### src/rtl/uart_rx_fifo.sv
// uart_rx_fifo: byte FIFO between uart_rx and an asynchronous CPU read strobe.
// Define UART_RXFIFO_OVERRUN_EN to add the sticky overrun flag and its ovr_clr input.
module uart_rx_fifo #(
    parameter int         DEPTH_LOG2 = 4,
    parameter logic [7:0] EH_REQ     = 8'hCC,
    parameter logic [7:0] EH_ACK     = 8'h33
) (
    input  logic                  clk,
    input  logic                  reset_n,
    input  logic [7:0]            rx_data,
    input  logic                  rx_data_ready,
    output logic                  rx_clear,
    input  logic                  rd_sel_n,
    output logic [7:0]            dout,
    output logic [7:0]            hsk,
    output logic [DEPTH_LOG2:0]   count,
    output logic                  empty,
    output logic                  full
`ifdef UART_RXFIFO_OVERRUN_EN
    ,
    output logic                  overrun,
    input  logic                  ovr_clr
`endif
);
    localparam int DEPTH = 1 << DEPTH_LOG2;
    localparam logic [DEPTH_LOG2-1:0] PTR_ONE = 1;
    localparam logic [DEPTH_LOG2:0] CNT_ONE = 1;
    localparam logic [DEPTH_LOG2:0] CNT_FULL = DEPTH;

    typedef enum logic {IDLE, CLEAR} state_t;
    state_t state, state_next;

    logic [7:0]            mem [DEPTH];
    logic [DEPTH_LOG2-1:0] rd_ptr, wr_ptr;
    logic                  sync1, sync2, sync3;
    logic                  push, pop, wr_en;
    logic [DEPTH_LOG2:0]   count_next;

    always_comb begin
        push       = (state == IDLE) && rx_data_ready;
        state_next = push ? CLEAR : ((state == CLEAR) && !rx_data_ready) ? IDLE : state;
    end

    // Pop fires on the rising edge of the synchronised strobe, i.e. after the CPU has read dout.
    assign pop        = sync2 && !sync3 && !empty;
    assign wr_en      = push && (!full || pop);
    assign count_next = count + (wr_en ? CNT_ONE : '0) - (pop ? CNT_ONE : '0);

    always_ff @(posedge clk or negedge reset_n) begin
        if (!reset_n) begin
            state  <= IDLE;
            rd_ptr <= '0;
            wr_ptr <= '0;
            count  <= '0;
            empty  <= 1'b1;
            full   <= 1'b0;
            sync1  <= 1'b1;
            sync2  <= 1'b1;
            sync3  <= 1'b1;
        end else begin
            state  <= state_next;
            sync1  <= rd_sel_n;
            sync2  <= sync1;
            sync3  <= sync2;
            if (wr_en) wr_ptr <= wr_ptr + PTR_ONE;
            if (pop) rd_ptr <= rd_ptr + PTR_ONE;
            count  <= count_next;
            empty  <= (count_next == '0);
            full   <= (count_next == CNT_FULL);
        end
    end

    always_ff @(posedge clk) begin
        if (wr_en && reset_n) mem[wr_ptr] <= rx_data;
    end

`ifdef UART_RXFIFO_OVERRUN_EN
    logic drop;
    assign drop = push && full && !pop;

    always_ff @(posedge clk or negedge reset_n) begin
        if (!reset_n) overrun <= 1'b0;
        else if (drop) overrun <= 1'b1;
        else if (ovr_clr) overrun <= 1'b0;
    end
`endif

    assign rx_clear = (state == CLEAR);
    assign dout     = mem[rd_ptr];
    assign hsk      = empty ? EH_REQ : EH_ACK;
endmodule

### config.mk
export PLATFORM = sky130hd
export DESIGN_NAME = uart_rx_fifo
export DESIGN_NICKNAME = d
export VERILOG_FILES = /design/src/rtl/uart_rx_fifo.sv
export SDC_FILE = /design/constraint.sdc
export NUM_CORES = 1
export LEC_CHECK = 0
export ABC_AREA = 0
export CORE_MARGIN = 2
export CORE_UTILIZATION = 60
export DETAILED_ROUTE_END_ITERATION = 10
export PLACE_DENSITY = 0.89
export SLEW_MARGIN = 30
export SYNTH_ARGS = -nofsm -noshare
export SYNTH_HDL_FRONTEND = slang
export SYNTH_SLANG_ARGS = --single-unit
### constraint.sdc
create_clock -name clk -period 5.65 [get_ports clk]
set_input_delay 1.13 -clock clk [delete_from_list [all_inputs] [get_ports clk]]
set_output_delay 1.13 -clock clk [all_outputs]
set_load 0.005 [all_outputs]
Word-level counts from Yosys, hierarchy flattened:

Memories as Yosys holds them, arrays and structs flattened.
Cells that the tools add are included.

* logic and storage cells: 36
* memory bits (writable): 128
* memories: 1
* flip-flop bits (word level): 19

Memories
* mem: words 16, width 8, rd ports 1, clocked after memory_dff 0, wr ports 1, line 33 `logic [7:0] mem [DEPTH];`

* mux-type cells: 7
* reduce and logical (&&, ||, !) cells: 13
* eq/ne operators: 1
* bitwise gates (word level): 1
* add/sub/neg operators: 4

Operator list (number)
* adder 4 x 1 -> 4 bit, second input constant: 2
* two-way mux 8 bit: 1
* logical AND 1 bit: 6
* two-way mux 1 bit: 6
* adder 5 x 1 -> 5 bit: 1
* equality test 5 bit, second input constant: 1
* zero test 5 bit: 1
* subtractor 5 x 1 -> 5 bit: 1
* zero test 1 bit: 4
* nonzero test 2 bit: 1
* logical OR 1 bit: 1
* inverter 1 bit: 1

Longest topological paths before layout:

* word-level depth: 9
* mapped depth: 12

Worst setup path before layout:

Ideal clock, no wire load.

* path type: input-to-reg
* from: input rx_data_ready
* to: register full
* setup time: 88 ps
* buffers on the path: 1
* stages on the path: 11
* data arrival time: 3145 ps
* required time: 5562 ps
* path slack: 2417 ps
* path through: ha_1 o21ai_2 buf_2 ha_1 inv_1 ha_1 fa_1 a21o_1 a21oi_1 xnor2_1 nor3b_1

* cells in the longest elaborated chain, start to end: 6

Ends and longest elaborated chain
* from (decl): line 11 `input logic rx_data_ready,`
* logical AND 1 bit: line 40 `push = (state == IDLE) && rx_data_ready;`
* logical AND 1 bit: line 46 `assign wr_en = push && (!full || pop);`
* two-way mux 1 bit: line 47 `assign count_next = count + (wr_en ? CNT_ONE : '0) - (pop ? CNT_ONE : '0);`
* adder 5 x 1 -> 5 bit: line 47
* subtractor 5 x 1 -> 5 bit: line 47
* named net count_next[4]: line 37 `logic [DEPTH_LOG2:0] count_next;`
* equality test 5 bit: line 69 `full <= (count_next == CNT_FULL);`
* to (signal assigned): line 69
* to (decl): line 18 `output logic full`

The timed path passes the listed nets, and every way through them passes these cells.
A chain may end at the register's enable or synchronous reset.

Worst setup path in the final report:

* from: register rd_ptr[0]
* to: output dout[7]

* cells in the longest elaborated chain, start to end: 1

Ends and longest elaborated chain
* from (decl): line 34 `logic [DEPTH_LOG2-1:0] rd_ptr, wr_ptr;`
* from (signal assigned): line 66 `if (pop) rd_ptr <= rd_ptr + PTR_ONE;`
* memory (16 x 8 bit)
* to (decl): line 14 `output logic [7:0] dout,`

No other way between the ends.

==> impl_metrics.py <==
metrics = {
    "clocking": {
        "post_cts_buffers": 0,
        "clk_latency_ns": 0.52,
        "root_buffer": "clkbuf_8",
        "clkSlewWorstSetupHoldPaths_ns": 0.07,
        "cts_sinks": 147,
        "ctsResizeCount": 0,
        "cts_buffers": 17,
        "tritoncts": "done",
        "cts-hold-fix-buffers": 0,
        "clockBufferDepth": 2,
        "ctsHtreeMaxLevel": 4,
    },
    "sta": {
        "min_period_ns": 4.02,
        "period_share": 0.711,
        "drv_slew": 0,
        "rsz0062_at_grt": "no",
        "tns_ns": 0,
        "finalHoldViolCount": 0,
        "worst_pin_slew_ns": 0.895,
        "fin_ws_ns": 1.63,
        "setup_viol": 0,
        "max_freq_ghz": 0.249,
        "finClkSkew_ns": 0.00866,
        "slew_headroom": 0.402,
    },
    "pwr": {
        "power_density_mw_per_mm2": 509,
        "leakage_nw": 2.37,
        "p_total_mw": 3.54,
        "irDropWorstVdd_mv": 0.341,
    },
    "worst_setup_path": {
        "r2r-start": "sync2",
        "cp-start-kind": "flop",
        "cp_num_buf_inv": 1,
        "critical_path.endpoint_type": "primary output",
        "crit_required_ns": 4.52,
        "cpPeakStageDelay_ns": 0.83,
        "cp_max_fo": 35,
        "critical-path-slowest-cell": "dfrtp_4",
        "worstSetupStartpoint": "rd_ptr[0]",
        "arrival_ns": 2.89,
        "critPathKind": "reg2out",
        "path_delay_family": "flip-flops",
        "path_cells": "mux4_1 > a22oi_1 > nand2_1 > clkdlybuf4s50_1",
    },
    "layout": {
        "layout-drive-gt1-share": 0.214,
        "fillers": 589,
        "area_growth_pct": 16.6,
        "layout_common_cells": "edfxtp_1, clkdlybuf4s50_1, mux4_2",
        "final_core_util": 0.715,
        "final_net_count": 366,
        "diodes": 0,
        "final_common_cell": "edfxtp_1",
    },
    "grt": {
        "grt_usage": 0.226,
        "antenna_found_initial": 0,
        "grt_overflow_total": 0,
        "grt_max_degree": 36,
        "grt_pass1_vias": 3071,
        "grt_pass1_wl_um": 17600,
    },
    "die": {
        "io_pins": 36,
        "dieHeight_um": 104,
        "coreArea_mm2": 0.00973,
        "std_cell_rows": 36,
        "die_area_mm2": 0.0108,
        "start_util": 0.614,
        "die_x_um": 104,
    },
    "placement": {
        "hpwl_um": 6850,
        "io_buffers": 35,
        "dp_worst_setup_slack_ns": 1.70,
        "gp_congestion": 0.760,
    },
    "drt": {
        "wl_per_cell_um": 23.1,
        "antenna_left": 0,
        "finalWirelength_um": 11300,
        "firstDrtPassIters": 4,
        "drtIter0Drc": 340,
        "vias_per_cell": 5.96,
        "drcViolationCount": 0,
        "vias": 2908,
    },
    "synth": {
        "synthCells": 303,
        "syn-num-nets": 327,
        "ys_seq_area_frac": 0.724,
        "ys.flop_type": "edfxtp_1",
        "syn-cell-area_mm2": 0.00597,
        "synth.ff_latch_count": 147,
        "yosysUniqueCellTypes": 34,
        "synthArstFlopShare": 0.129,
        "postSynthAreaPerCell_um2": 19.7,
        "yosys_warnings": 0,
        "synth_edf_count": 128,
    },
    "hold_path": {
        "min_from": "sync1",
        "hp-class": "reg2reg",
    },
    "run_status": {
        "status": "completed",
    },
    "flow_run": {
        "cap_violations": 0,
    },
}
-- power breakdown --
group | switching (mW) | total (mW) | leakage (nW) | internal [mW]
Clock | 0.456 | 1.05 | 0.269 | 0.595
Combinational | 0.458 | 1.04 | 0.732 | 0.585
Sequential | 0.160 | 1.45 | 1.37 | 1.29
Total | 1.07 | 3.54 | 2.37 | 2.47
-- cell families after synthesis --
kind of cell             after synthesis  share of synthesized area
AO/OA/AOI/OAI                         21                     0.0258
XOR/XNOR                              10                     0.0147
adder cells (fa/ha/maj)               12                     0.0264
buffers and inverters                 31                     0.0348
flip-flops                           147                      0.724
multiplexers                          35                      0.133
AND/OR/NAND/NOR                       47                     0.0407
-- sequential cells by signal (all words and copies together) (netlist names) --
name and cells:
sync1 1, full 1, empty 1, count 5
rx_clear 1, wr_ptr 4, mem 128, sync3 1
rd_ptr 4, sync2 1
-- metal layers --
metal,up-vias,GRT usage,routed length [um],share of wire
li1,1287,-,-,-
met1,1516,0.297,4660,0.41
met2,91,0.370,5880,0.52
met3,14,0.0554,538,0.048
met4,0,0.0927,180,0.016
met5,-,0,0,0
-- layout make-up --
type,count,area (um^2),area share
clock buffers,17,414,0.0595
clock inverters,15,144,0.0207
inverters,11,41.3,0.00593
multi-input cells,125,1480,0.212
flip-flops and latches,147,4330,0.622
well taps,133,166,0.0239
repair buffers,40,388,0.0557
-- Yosys cell counts (4+ instances only) --
cell type | instances | area share
mux4_2 | 21 | 0.079
and2_1 | 6 | 0.0063
xor2_1 | 4 | 0.0059
xnor2_1 | 6 | 0.0088
buf_4 | 8 | 0.010
edfxtp_1 | 128 | 0.64
dfrtp_1 | 15 | 0.063
nand2_1 | 15 | 0.0094
ha_1 | 11 | 0.023
mux4_1 | 11 | 0.048
nor3_1 | 11 | 0.0092
dfstp_2 | 4 | 0.018
a22oi_1 | 16 | 0.020
inv_1 | 11 | 0.0069
-- worst paths after layout --
path | to | slack, ns | cells past startpoint
worst max register to register | full | 2.37 | 10
worst min-delay path | sync2 | 0.36 | 0
worst max-delay path | dout[7] | 1.63 | 4
min in group asynchronous | count[0] | 0.96 | 2
worst min register to register | sync2 | 0.36 | 0
max in group asynchronous | sync3 | 4.42 | 2
-- stage by stage --
stage | hold slack (ns) | std cells | area, um^2
2_1_floorplan | 0.345 | 303 | 5970
3_3_place_gp | 0.346 | 456 | 6360
3_5_place_dp | 0.351 | 456 | 6400
4_1_cts | 0.361 | 488 | 6960
5_1_grt | 0.366 | 488 | 6960
6_report | 0.358 | 488 | 6960
(Power assumes the default switching activity.)
